===== config.mk =====
export PLATFORM = sky130hd
export DESIGN_NAME = branch_resolve_unit_flat
export DESIGN_NICKNAME = d
export VERILOG_FILES = /design/src/rtl/bpu_pkg.sv /design/src/rtl/branch_resolve_unit_if.sv /design/src/rtl/bru_fifo.sv /design/src/rtl/branch_resolve_unit.sv /design/src/flat_wrapper.sv
export SDC_FILE = /design/constraint.sdc
export NUM_CORES = 1
export LEC_CHECK = 0
export ABC_AREA = 1
export BUFFER_PORTS_ARGS = -buffer_cell sky130_fd_sc_hd__buf_2
export CAP_MARGIN = 15
export CORE_ASPECT_RATIO = 2
export CORE_MARGIN = 3
export CORE_UTILIZATION = 40
export DETAILED_ROUTE_END_ITERATION = 10
export GPL_TIMING_DRIVEN = 0
export PLACE_DENSITY = 0.68
export REMOVE_ABC_BUFFERS = 1
export SLEW_MARGIN = 20
export SYNTH_ARGS = -nofsm -noshare
export SYNTH_HDL_FRONTEND = slang
export SYNTH_SLANG_ARGS = --single-unit

===== constraint.sdc =====
create_clock -name clk -period 4.5 [get_ports clk]
set_clock_uncertainty 0.2 [all_clocks]
set_input_delay 0.9 -clock clk [delete_from_list [all_inputs] [get_ports clk]]
set_output_delay 0.9 -clock clk [all_outputs]
set_load 0.01 [all_outputs]

===== src/rtl/bpu_pkg.sv =====
`default_nettype none
// ============================================================================
// Module : bpu_pkg
// Desc   : Types and constants shared by the branch predictor and the resolver
// Rev    : 1.0
// ============================================================================
package bpu_pkg;

  localparam int unsigned XLEN = 32;

  typedef logic [XLEN-1:0] inst_bus_t;

  localparam inst_bus_t PC_INC = 32'd4;

  typedef struct packed {
    inst_bus_t pc;
    logic      taken;
    inst_bus_t target;
    logic      mispredict;
  } upd_pkt_t;

endpackage
`default_nettype wire


===== src/rtl/branch_resolve_unit_if.sv =====
`default_nettype none
// ============================================================================
// Module : branch_resolve_unit_if
// Desc   : Execute-side resolve bus, flush/redirect and predictor update channel
// Rev    : 1.0
// ============================================================================
interface branch_resolve_unit_if #(
  parameter int CNT_WIDTH = 32
);
  import bpu_pkg::*;

  logic                 ex_valid;
  inst_bus_t            ex_pc;
  logic                 ex_is_branch;
  logic                 ex_pred_taken;
  inst_bus_t            ex_pred_target;
  logic                 ex_actual_taken;
  inst_bus_t            ex_actual_target;
  logic                 flush;
  inst_bus_t            redirect_pc;
  logic                 upd_valid;
  logic                 upd_ready;
  inst_bus_t            upd_pc;
  inst_bus_t            upd_target;
  logic                 upd_taken;
  logic                 upd_mispredict;
  logic [CNT_WIDTH-1:0] branch_cnt;
  logic [CNT_WIDTH-1:0] mispred_cnt;
  logic [CNT_WIDTH-1:0] drop_cnt;

  modport master (
    output ex_valid, ex_pc, ex_is_branch, ex_pred_taken, ex_pred_target,
           ex_actual_taken, ex_actual_target, upd_ready,
    input  flush, redirect_pc, upd_valid, upd_pc, upd_target, upd_taken,
           upd_mispredict, branch_cnt, mispred_cnt, drop_cnt
  );

  modport slave (
    input  ex_valid, ex_pc, ex_is_branch, ex_pred_taken, ex_pred_target,
           ex_actual_taken, ex_actual_target, upd_ready,
    output flush, redirect_pc, upd_valid, upd_pc, upd_target, upd_taken,
           upd_mispredict, branch_cnt, mispred_cnt, drop_cnt
  );

endinterface
`default_nettype wire


===== src/rtl/bru_fifo.sv =====
`default_nettype none
// ============================================================================
// Module : bru_fifo
// Desc   : Synchronous FIFO, no bypass; head data reads as zero when empty
// Rev    : 1.0
// ============================================================================
module bru_fifo #(
  parameter int DEPTH = 4,
  parameter int WIDTH = 8
) (
  input  logic             clk,
  input  logic             rst,
  input  logic             push_i,
  input  logic [WIDTH-1:0] data_i,
  input  logic             pop_i,
  output logic [WIDTH-1:0] data_o,
  output logic             full_o,
  output logic             empty_o
);

  localparam int PW = $clog2(DEPTH);
  localparam int CW = PW + 1;

  logic [WIDTH-1:0] mem_q [DEPTH];
  logic [PW-1:0]    wr_ptr_q, rd_ptr_q;
  logic [CW-1:0]    count_q, count_d;
  logic             push_ok, pop_ok;

  assign full_o  = (count_q == CW'(DEPTH));
  assign empty_o = (count_q == '0);
  // A full queue still takes a push when the head leaves in the same cycle.
  assign pop_ok  = pop_i && !empty_o;
  assign push_ok = push_i && (!full_o || pop_ok);
  assign data_o  = empty_o ? '0 : mem_q[rd_ptr_q];

  always_comb begin
    count_d = count_q;
    if (push_ok && !pop_ok) count_d = count_q + CW'(1);
    else if (pop_ok && !push_ok) count_d = count_q - CW'(1);
  end

  always_ff @(posedge clk) begin
    if (push_ok) mem_q[wr_ptr_q] <= data_i;
  end

  always_ff @(posedge clk) begin
    if (rst) begin
      wr_ptr_q <= '0;
      rd_ptr_q <= '0;
      count_q  <= '0;
    end else begin
      if (push_ok) wr_ptr_q <= wr_ptr_q + PW'(1);
      if (pop_ok)  rd_ptr_q <= rd_ptr_q + PW'(1);
      count_q <= count_d;
    end
  end

endmodule
`default_nettype wire


===== src/rtl/branch_resolve_unit.sv =====
`default_nettype none
// ============================================================================
// Module : branch_resolve_unit
// Desc   : Mispredict detection, flush/redirect generation and predictor training
// Rev    : 1.0
// ============================================================================
module branch_resolve_unit
  import bpu_pkg::*;
#(
  parameter int FIFO_DEPTH = 4,
  parameter int CNT_WIDTH  = 32
) (
  input logic                  clk,
  input logic                  rst,
  branch_resolve_unit_if.slave bus
);

  localparam int PKT_W = $bits(upd_pkt_t);

  logic                 flush_q, flush_d;
  inst_bus_t            redirect_q;
  logic [CNT_WIDTH-1:0] branch_cnt_q, branch_cnt_d;
  logic [CNT_WIDTH-1:0] mispred_cnt_q, mispred_cnt_d;
  logic [CNT_WIDTH-1:0] drop_cnt_q, drop_cnt_d;

  logic       accept, mispredict, push, pop, full, empty;
  inst_bus_t  redirect_target;
  upd_pkt_t   push_pkt, head_pkt;
  logic [PKT_W-1:0] head_bits;

  // The instruction right behind a mispredict is wrong-path and is ignored.
  assign accept = bus.ex_valid && !flush_q;

  assign mispredict =
      ( bus.ex_is_branch && (bus.ex_pred_taken != bus.ex_actual_taken)) ||
      ( bus.ex_is_branch && bus.ex_pred_taken && bus.ex_actual_taken &&
        (bus.ex_pred_target != bus.ex_actual_target)) ||
      (!bus.ex_is_branch && bus.ex_pred_taken);

  assign redirect_target = (bus.ex_actual_taken && bus.ex_is_branch) ?
                           bus.ex_actual_target : bus.ex_pc + PC_INC;

  assign push_pkt = '{pc:         bus.ex_pc,
                      taken:      bus.ex_actual_taken & bus.ex_is_branch,
                      target:     bus.ex_actual_target,
                      mispredict: mispredict};

  assign push    = accept && (bus.ex_is_branch || mispredict);
  assign pop     = !empty && bus.upd_ready;
  assign flush_d = accept && mispredict;

  always_comb begin
    branch_cnt_d  = branch_cnt_q;
    mispred_cnt_d = mispred_cnt_q;
    drop_cnt_d    = drop_cnt_q;
    if (accept && bus.ex_is_branch && (branch_cnt_q != '1))
      branch_cnt_d = branch_cnt_q + CNT_WIDTH'(1);
    if (flush_d && (mispred_cnt_q != '1))
      mispred_cnt_d = mispred_cnt_q + CNT_WIDTH'(1);
    if (push && full && !pop && (drop_cnt_q != '1))
      drop_cnt_d = drop_cnt_q + CNT_WIDTH'(1);
  end

  always_ff @(posedge clk) begin
    if (rst) begin
      flush_q       <= 1'b0;
      redirect_q    <= '0;
      branch_cnt_q  <= '0;
      mispred_cnt_q <= '0;
      drop_cnt_q    <= '0;
    end else begin
      flush_q       <= flush_d;
      if (flush_d) redirect_q <= redirect_target;
      branch_cnt_q  <= branch_cnt_d;
      mispred_cnt_q <= mispred_cnt_d;
      drop_cnt_q    <= drop_cnt_d;
    end
  end

  bru_fifo #(
    .DEPTH (FIFO_DEPTH),
    .WIDTH (PKT_W)
  ) u_fifo (
    .clk     (clk),
    .rst     (rst),
    .push_i  (push),
    .data_i  (push_pkt),
    .pop_i   (pop),
    .data_o  (head_bits),
    .full_o  (full),
    .empty_o (empty)
  );

  assign head_pkt = upd_pkt_t'(head_bits);

  assign bus.flush          = flush_q;
  assign bus.redirect_pc    = redirect_q;
  assign bus.upd_valid      = !empty;
  assign bus.upd_pc         = head_pkt.pc;
  assign bus.upd_taken      = head_pkt.taken;
  assign bus.upd_target     = head_pkt.target;
  assign bus.upd_mispredict = head_pkt.mispredict;
  assign bus.branch_cnt     = branch_cnt_q;
  assign bus.mispred_cnt    = mispred_cnt_q;
  assign bus.drop_cnt       = drop_cnt_q;

endmodule
`default_nettype wire

===== src/flat_wrapper.sv =====
// flat-port wrapper written by rule: the top's interface ports become plain ports
module branch_resolve_unit_flat import bpu_pkg::*;
#(
  parameter int FIFO_DEPTH = 4,
  parameter int CNT_WIDTH  = 32
)
  (clk, rst, bus_ex_valid, bus_ex_pc, bus_ex_is_branch, bus_ex_pred_taken, bus_ex_pred_target, bus_ex_actual_taken, bus_ex_actual_target, bus_upd_ready, bus_flush, bus_redirect_pc, bus_upd_valid, bus_upd_pc, bus_upd_target, bus_upd_taken, bus_upd_mispredict, bus_branch_cnt, bus_mispred_cnt, bus_drop_cnt);
  branch_resolve_unit_if #(.CNT_WIDTH(CNT_WIDTH)) bus_i ();
  input logic clk;
  input logic rst;
  input wire logic [$bits(bus_i.ex_valid)-1:0] bus_ex_valid;
  input wire logic [$bits(bus_i.ex_pc)-1:0] bus_ex_pc;
  input wire logic [$bits(bus_i.ex_is_branch)-1:0] bus_ex_is_branch;
  input wire logic [$bits(bus_i.ex_pred_taken)-1:0] bus_ex_pred_taken;
  input wire logic [$bits(bus_i.ex_pred_target)-1:0] bus_ex_pred_target;
  input wire logic [$bits(bus_i.ex_actual_taken)-1:0] bus_ex_actual_taken;
  input wire logic [$bits(bus_i.ex_actual_target)-1:0] bus_ex_actual_target;
  input wire logic [$bits(bus_i.upd_ready)-1:0] bus_upd_ready;
  output wire logic [$bits(bus_i.flush)-1:0] bus_flush;
  output wire logic [$bits(bus_i.redirect_pc)-1:0] bus_redirect_pc;
  output wire logic [$bits(bus_i.upd_valid)-1:0] bus_upd_valid;
  output wire logic [$bits(bus_i.upd_pc)-1:0] bus_upd_pc;
  output wire logic [$bits(bus_i.upd_target)-1:0] bus_upd_target;
  output wire logic [$bits(bus_i.upd_taken)-1:0] bus_upd_taken;
  output wire logic [$bits(bus_i.upd_mispredict)-1:0] bus_upd_mispredict;
  output wire logic [$bits(bus_i.branch_cnt)-1:0] bus_branch_cnt;
  output wire logic [$bits(bus_i.mispred_cnt)-1:0] bus_mispred_cnt;
  output wire logic [$bits(bus_i.drop_cnt)-1:0] bus_drop_cnt;
  assign bus_i.ex_valid = bus_ex_valid;
  assign bus_i.ex_pc = bus_ex_pc;
  assign bus_i.ex_is_branch = bus_ex_is_branch;
  assign bus_i.ex_pred_taken = bus_ex_pred_taken;
  assign bus_i.ex_pred_target = bus_ex_pred_target;
  assign bus_i.ex_actual_taken = bus_ex_actual_taken;
  assign bus_i.ex_actual_target = bus_ex_actual_target;
  assign bus_i.upd_ready = bus_upd_ready;
  assign bus_flush = bus_i.flush;
  assign bus_redirect_pc = bus_i.redirect_pc;
  assign bus_upd_valid = bus_i.upd_valid;
  assign bus_upd_pc = bus_i.upd_pc;
  assign bus_upd_target = bus_i.upd_target;
  assign bus_upd_taken = bus_i.upd_taken;
  assign bus_upd_mispredict = bus_i.upd_mispredict;
  assign bus_branch_cnt = bus_i.branch_cnt;
  assign bus_mispred_cnt = bus_i.mispred_cnt;
  assign bus_drop_cnt = bus_i.drop_cnt;
  branch_resolve_unit #(.FIFO_DEPTH(FIFO_DEPTH), .CNT_WIDTH(CNT_WIDTH)) u_core (.clk(clk), .rst(rst), .bus(bus_i));
endmodule

==> results of run 1 <==
==> flip-flops by register name (all words and copies together) (netlist names), named ones only <==
register and cells:
u_core.u_fifo.rd_ptr_q 2, u_core.bus.mispred_cnt 32, u_core.bus.redirect_pc 32, u_core.bus.branch_cnt 32
u_core.bus.flush 1, u_core.u_fifo.count_q 3, u_core.bus.drop_cnt 32, u_core.u_fifo.mem_q 264
u_core.u_fifo.wr_ptr_q 2
==> where the power goes <==
part | internal, mW | switching, mW | leakage, nW
clock | 1.62 | 1.43 | 0.544
combinational | 0.822 | 1.69 | 4.81
sequential | 4.12 | 0.0948 | 3.52
total | 6.56 | 3.22 | 8.88
==> layout by cell type (no fill, tap or decap), drive strengths merged, types with 45 or more instances in the layout <==
cell	instances
nor2	465
xor2	50
dfxtp	138
clkbuf	45
o21ai	177
inv	165
buf	323
nand4	72
nand2	463
edfxtp	264
a21oi	188
nand3	68
nor3	56
==> cell type report <==
cell class                      count  share of cell area
Antenna cell                       11             0.00120
Clock buffer                       45              0.0438
Clock inverter                     23             0.00631
Inverter                          164              0.0272
Multi-Input combinational cell   1622               0.331
Sequential cell                   402               0.465
Tap cell                          632              0.0344
Timing Repair Buffer              323              0.0909
==> per-stage QoR <==
step | hold slack [ps] | setup WS (ps) | power, mW | instances | instance area (sq um)
finish | 255 | 587 | 9.78 | 3222 | 23000
detailed placement | 249 | 609 | 6.84 | 3143 | 21800
global placement | 249 | -6430 | 6.73 | 3118 | 21200
global route | 281 | 431 | 10.3 | 3212 | 23000
floorplan | 240 | -1660 | 5.58 | 2188 | 18900
CTS | 262 | 524 | 9.91 | 3211 | 23000
==> final timing paths <==
kind                                                        startpoint                                 endpoint  slack [ps]
worst max-delay path                                          register                            bus_upd_taken         590
worst min register to register  u_core.u_fifo.rd_ptr_q[1]$_SDFFE_PP0P_                                 register         250
worst min-delay path            u_core.u_fifo.rd_ptr_q[1]$_SDFFE_PP0P_                                 register         250
worst max register to register  u_core.bus.mispred_cnt[0]$_SDFFE_PP0P_  u_core.bus.mispred_cnt[13]$_SDFFE_PP0P_         970
==> cell families (layout without fill, tap and decap cells) <==
family          count (synthesis)  after routing  synth area share
flops                         402            402             0.553
compound gates                372            372            0.0970
buf+inv                       266            555            0.0543
xor+xnor                       83             83            0.0376
other cells                     0             11                 0
fa+ha+maj                      10             10           0.00687
simple gates                 1157           1157             0.251
==> critical path, cell delays in order, from the launching register on <==
cell and delay [ps]:
dfxtp_4 400, buf_16 220, buf_16 230, inv_6 300, buf_16 320, o21ai_0 150, a21oi_1 350, buf_2 210
==> routing by layer <==
metal	routed length (um)	vias up	GRT usage
met5	174	-	0
met4	2910	24	0.109
met3	4880	143	0.0640
met2	32700	562	0.443
met1	22600	7839	0.258
li1	-	8200	-
==> impl_metrics.json, run 1 <==
{
  "yosys-top-cells-count": "nand2_1, nor2_1, edfxtp_1, a21oi_1, o21ai_0",
  "drt_first_pass_iters": 5,
  "yosys_most_used_dff": "edfxtp_1",
  "tightest_slew_ps": 927,
  "clk_latency_ps": 550,
  "drt-wirelength-per-cell_um": 19.6,
  "async_reset_ff_frac": 0,
  "cts_max_path_buffers": 3,
  "htree_levels": 2,
  "grt_pass1_wl_mm": 94.9,
  "track_usage": 0.242,
  "setup_violations": 0,
  "seqCellArea_sq_um": 10700,
  "fin_nets": 2664,
  "post-route-drc-count": 0,
  "cts_sinks": 402,
  "ctsHoldBuffers": 0,
  "powerDensity_nw_per_um2": 425,
  "synth-edff-count": 264,
  "clk_pin_slew_ps": 60,
  "syn_to_final_growth_pct": 19.1,
  "antenna_left": 0,
  "rsz0062_at_grt": "no",
  "p_leak_nw": 8.88,
  "syn_area_sq_um": 19300,
  "finalCritPeriodShare": 0.870,
  "numPortBuffers": 298,
  "first_iter_violations": 1128,
  "synth_largest_area_cell": "edfxtp_1",
  "die_x_um": 161,
  "slew_viol_final": 0,
  "status": "finished, final reports clean",
  "hold_depth": 2,
  "maxCapViolCount": 0,
  "fmax_ghz": 0.256,
  "synthTopCellsByArea": "edfxtp_1, dfxtp_1, nand2_1, nor2_1, a21oi_1",
  "n_fill_cell": 4556,
  "ff2ff_path_depth": 9,
  "die-area_sq_um": 51100,
  "numCtsBuffers": 38,
  "required_ps": 3400,
  "vias": 16800,
  "worstSetupStartpointType": "register",
  "synthCells": 2290,
  "synth.avg_cell_area_sq_um": 8.43,
  "root_buffer": "clkbuf_16",
  "cts-resized-gates": 0,
  "antenna_found_initial": 23,
  "dp_hpwl_mm": 46.4,
  "ys_warn_count": 0,
  "period_minus_slack_ps": 3910,
  "final_hold_viol_count": 0,
  "core_sq_um": 47600,
  "first_global_vias": 16200,
  "final_core_util": 0.483,
  "grt_max_degree": 81,
  "yosysSeqAreaShare": 0.553,
  "synth_seq_cells": 402,
  "yosys.area.top_type_share": 0.410,
  "postCtsSetupBuffers": 0,
  "routed_wl_mm": 63.3,
  "cts_tree": "built",
  "globalplace.congestion": 0.919,
  "peakVddDrop_mv": 0.293,
  "critPathKind": "reg -> out",
  "drive_gt1_frac": 0.163,
  "critical_path_arrival_ps": 2810,
  "rows": 113,
  "yosysUniqueCellTypes": 39,
  "io_pins": 299,
  "tns_ps": 0,
  "yosysMostFrequentCell": "nand2_1",
  "vias_per_cell": 5.20,
  "initial_core_util": 0.405,
  "worstPathMaxFanout": 80,
  "slew-limit-headroom": 0.381,
  "multi_input_comb_area_sq_um": 7630,
  "overflow": 0,
  "crit_path_end_kind": "output port",
  "worst_hold_path_type": "reg -> reg",
  "fp.dieH_um": 317
}
Note: power is estimated with default switching activity, not from simulation.
==> inputs of run 2 (changes only) <==
Settings changed: CTS_BUF_LIST from default to sky130_fd_sc_hd__clkbuf_2 sky130_fd_sc_hd__clkbuf_4 sky130_fd_sc_hd__clkbuf_8.
==> impl_metrics.json, run 2 (synthesis results as in run 1) <==
{
  "dpl_cell_area_sq_um": 21800,
  "first_iter_violations": 1186,
  "antenna_left": 0,
  "final_common_cell": "nand2_1",
  "overflow": 0,
  "cp_slowest_cell": "dfxtp_4",
  "power_mw": 9.73,
  "drive_gt1_frac": 0.175,
  "drt-wirelength-per-cell_um": 19.5,
  "n_fill_cell": 4562,
  "cts_tree": "built",
  "p_leak_nw": 8.97,
  "final_hold_viol_count": 0,
  "fin_area_sq_um": 23100,
  "drt_first_pass_iters": 5,
  "hold_depth": 2,
  "fin_ws_ps": 546,
  "crit_path_cell_trace": "buf_16 > buf_16 > inv_6 > buf_16 > o21ai_0 > a21oi_1 > buf_2",
  "globalplace.congestion": 0.919,
  "clk_latency_ps": 670,
  "antenna_found_initial": 25,
  "fmax_ghz": 0.253,
  "cp_num_buf_inv": 5,
  "peakVddDrop_mv": 0.354,
  "cp_top_family": "buffers and inverters",
  "htree_levels": 2,
  "crit_path_end_kind": "output port",
  "status": "finished, final reports clean",
  "r2r_start": "u_core.bus.mispred_cnt[0]$_SDFFE_PP0P_",
  "numCtsBuffers": 56,
  "rows": 113,
  "numPortBuffers": 298,
  "period_minus_slack_ps": 3950,
  "initial_core_util": 0.405,
  "vias_per_cell": 5.18,
  "slew_viol_final": 0,
  "slew-limit-headroom": 0.375,
  "track_usage": 0.242,
  "worstSetupStartpointType": "register",
  "syn_to_final_growth_pct": 19.4,
  "critPathKind": "reg -> out",
  "worstPathMaxFanout": 80,
  "largest_register_ffs": 264,
  "ff2ff_path_depth": 9,
  "fp.dieH_um": 317,
  "min_from": "u_core.u_fifo.rd_ptr_q[1]$_SDFFE_PP0P_",
  "dp_hpwl_mm": 46.4,
  "postCtsSetupBuffers": 0,
  "core_sq_um": 47600,
  "ctsHoldBuffers": 0,
  "grt_max_degree": 81,
  "critPathMaxStageDelay_ps": 400,
  "post-place-ws_ps": 609,
  "clk_pin_slew_ps": 60,
  "die_x_um": 161,
  "final_cell_mix": "nand2_1, nor2_1, buf_2",
  "cts-resized-gates": 0,
  "setup_violations": 0,
  "required_ps": 3400,
  "fin_nets": 2682,
  "cts_max_path_buffers": 3,
  "post-route-drc-count": 0,
  "cp_num_cells": 7,
  "vias": 16900,
  "worst_hold_path_type": "reg -> reg",
  "routed_wl_mm": 63.5,
  "dp_cells": 3143,
  "die-area_sq_um": 51100,
  "layout.cells.non_filler": 3261,
  "rrSetupSlack_ps": 960,
  "whs_ps": 258,
  "tightest_slew_ps": 935,
  "cpMostUsedCell": "buf_16",
  "cts_sinks": 402,
  "rsz0062_at_grt": "no",
  "r2r_end": "u_core.bus.mispred_cnt[13]$_SDFFE_PP0P_",
  "powerDensity_nw_per_um2": 422,
  "io_pins": 299,
  "top_register": "u_core.u_fifo.mem_q",
  "finalCritPeriodShare": 0.879,
  "critical_path_arrival_ps": 2850,
  "root_buffer": "clkbuf_8",
  "first_global_vias": 16500,
  "grt_pass1_wl_mm": 95.2,
  "maxCapViolCount": 0
}
-- run 2: cell type report --
| type | count | area [sq um] | area share |
|---|---|---|---|
| Clock inverter | 21 | 151 | 0.00657 |
| Timing Repair Buffer | 323 | 2090 | 0.0907 |
| Clock buffer | 85 | 1040 | 0.0453 |
| Sequential cell | 402 | 10700 | 0.464 |
| Antenna cell | 12 | 30.0 | 0.00130 |
| Multi-Input combinational cell | 1622 | 7630 | 0.331 |
| Tap cell | 632 | 791 | 0.0343 |
| Inverter | 164 | 626 | 0.0271 |
-- run 2: routing by layer --
| layer | track usage | wire, um |
|---|---|---|
| met1 | 0.256 | 22600 |
| met2 | 0.445 | 33000 |
| met3 | 0.0676 | 5050 |
| met4 | 0.106 | 2730 |
| met5 | 0 | 181 |
-- run 2: worst max-delay path by stage --
stage / from / endpoint
after floorplan: register / bus_upd_pc[30]
after global placement: register / bus_upd_target[29]
after detailed placement: bus_ex_is_branch / u_core.bus.mispred_cnt[4]$_SDFFE_PP0P_
after CTS: register / bus_upd_taken
after global routing: register / bus_upd_target[9]
final: register / bus_upd_taken
-- run 2: through the flow --
step | setup TNS, ps | utilization
after global routing | 0 | 0.483
final | 0 | 0.484
after floorplan | -173380 | -
after CTS | 0 | 0.483
after global placement | -1390270 | 0.444
after detailed placement | 0 | 0.458
-- run 2: tightest hold or removal path: cells and delay by family (launching register included) --
family | cells | cell delay [ps]
AOI/OAI and AO/OA | 1 | 70
DFF | 1 | 300
buffers and inverters | 1 | 50
-- run 2: power by group --
group / internal, mW / switching (mW) / total (mW)
Clock: 1.60 / 1.41 / 3.01
Combinational: 0.822 / 1.68 / 2.51
Sequential: 4.12 / 0.0940 / 4.21
Total: 6.54 / 3.19 / 9.73
==> inputs of run 3 (changes only) <==
Settings changed: CORE_UTILIZATION 40 to 53, PLACE_DENSITY 0.68 to 0.84.
==> impl_metrics.json, run 3 (synthesis results as in run 1) <==
{
  "tns_ps": 0,
  "antenna_left": 0,
  "final_hold_viol_count": 0,
  "seqCellArea_sq_um": 10700,
  "drive_gt1_frac": 0.173,
  "overflow": 0,
  "layout.cells.non_filler": 3072,
  "powerDensity_nw_per_um2": 428,
  "post-route-drc-count": 0,
  "grt_pass1_wl_mm": 91.5,
  "clk_pin_slew_ps": 70,
  "switching_power_mw": 3.16,
  "rows": 98,
  "wl_met3_mm": 4.58,
  "final_cell_mix": "nand2_1, nor2_1, buf_2",
  "worstPathMaxFanout": 94,
  "postCtsSetupBuffers": 0,
  "wl_met2_mm": 31.1,
  "period_minus_slack_ps": 4040,
  "die-area_sq_um": 38900,
  "fp.dieH_um": 276,
  "cts_tree": "built",
  "peakVddDrop_mv": 0.354,
  "initial_core_util": 0.539,
  "required_ps": 3400,
  "critPathKind": "reg -> out",
  "rsz0062_at_grt": "no",
  "cts-resized-gates": 0,
  "p_clk_frac": 0.312,
  "wl_met1_mm": 20.4,
  "numCtsBuffers": 52,
  "maxCapViolCount": 0,
  "globalplace.congestion": 0.929,
  "fin_nets": 2677,
  "dp_hpwl_mm": 43.5,
  "worstSetupStartpointType": "register",
  "p_leak_nw": 8.96,
  "first_iter_violations": 1309,
  "combinationalPowerShare": 0.251,
  "first_global_vias": 17200,
  "clk_latency_ps": 610,
  "p_int_mw": 6.61,
  "setup_violations": 0,
  "status": "finished, final reports clean",
  "cts_max_path_buffers": 3,
  "numPortBuffers": 298,
  "slew-limit-headroom": 0.344,
  "tightest_slew_ps": 982,
  "dp_cells": 2960,
  "top_register": "u_core.u_fifo.mem_q",
  "cts_sinks": 402,
  "largest_register_ffs": 264,
  "io_pins": 299,
  "vias_per_cell": 5.63,
  "drt-wirelength-per-cell_um": 19.7,
  "antenna_found_initial": 25,
  "top_layer_used": "met5",
  "root_buffer": "clkbuf_8",
  "drt_first_pass_iters": 6,
  "htree_levels": 2,
  "grt_max_degree": 95,
  "seqPwrFrac": 0.437,
  "routed_wl_mm": 60.5,
  "crit_path_end_kind": "output port",
  "die_x_um": 141,
  "syn_to_final_growth_pct": 18.2,
  "worst_hold_path_type": "reg -> reg",
  "ctsHoldBuffers": 0,
  "n_fill_cell": 2956,
  "fmax_ghz": 0.247,
  "switching_share": 0.323,
  "finalCritPeriodShare": 0.899,
  "vias": 17300,
  "core_sq_um": 35800,
  "final_common_cell": "nand2_1",
  "critical_path_arrival_ps": 2940,
  "multi_input_comb_area_sq_um": 7630,
  "slew_viol_final": 0,
  "final_core_util": 0.638,
  "whs_ps": 268,
  "track_usage": 0.301
}
-- run 3: changes by cell type in the layout (fill, tap and decap cells not counted), sizes merged --
| cell | delta |
|---|---|
| inv | -1 |
| clkbuf | -17 |
| buf | -1 |
| diode | +4 |
| bufinv | +4 |
| clkinvlp | -1 |
| clkinv | +5 |
-- run 3: worst paths after layout --
check / from / end / slack [ps] / cells after the start
worst min-delay path: u_core.bus.redirect_pc[22]$_SDFFE_PP0P_ / u_core.bus.redirect_pc[22]$_SDFFE_PP0P_ / 270 / 2
worst max-delay path: register / bus_upd_target[9] / 460 / 6
worst max register to register: u_core.bus.mispred_cnt[0]$_SDFFE_PP0P_ / u_core.bus.mispred_cnt[22]$_SDFFE_PP0P_ / 890 / 9
worst min register to register: u_core.bus.redirect_pc[22]$_SDFFE_PP0P_ / u_core.bus.redirect_pc[22]$_SDFFE_PP0P_ / 270 / 2
-- run 3: cell type report --
cell class | instances | area share
Tap cell | 450 | 0.0247
Multi-Input combinational cell | 1622 | 0.334
Antenna cell | 16 | 0.00175
Timing Repair Buffer | 322 | 0.0914
Inverter | 164 | 0.0274
Clock buffer | 68 | 0.0396
Clock inverter | 28 | 0.0129
Sequential cell | 402 | 0.468
-- run 3: metrics by stage --
stage / setup slack [ps] / instance area (sq um) / total power, mW
final: 457 / 22800 / 9.77
after global routing: 225 / 22800 / 10.2
after floorplan: -1660 / 18900 / 5.58
after detailed placement: 499 / 21600 / 6.80
after global placement: -5760 / 20900 / 6.64
after CTS: 437 / 22800 / 9.82
-- run 3: worst max-delay path, stage by stage, from the launching register on --
cell and delay [ps]:
dfxtp_4 580, buf_16 310, inv_6 260, buf_16 340
o21ai_0 170, a21oi_1 410, buf_2 220
-- run 3: power by group through the flow --
| stage | Clock, mW | Combinational (mW) | Sequential (mW) |
|---|---|---|---|
| CTS | 3.10 | 2.46 | 4.27 |
| global route | 3.23 | 2.68 | 4.29 |
| finish | 3.05 | 2.45 | 4.27 |
| global placement | 0 | 2.20 | 4.44 |
| detailed placement | 0 | 2.45 | 4.35 |
| floorplan | 0 | 1.21 | 4.37 |
-- run 3: routing by layer --
| metal | vias to the layer above | global-route usage |
|---|---|---|
| met5 | - | 0 |
| met1 | 8053 | 0.309 |
| met2 | 755 | 0.545 |
| met3 | 239 | 0.0714 |
| li1 | 8220 | - |
| met4 | 24 | 0.188 |
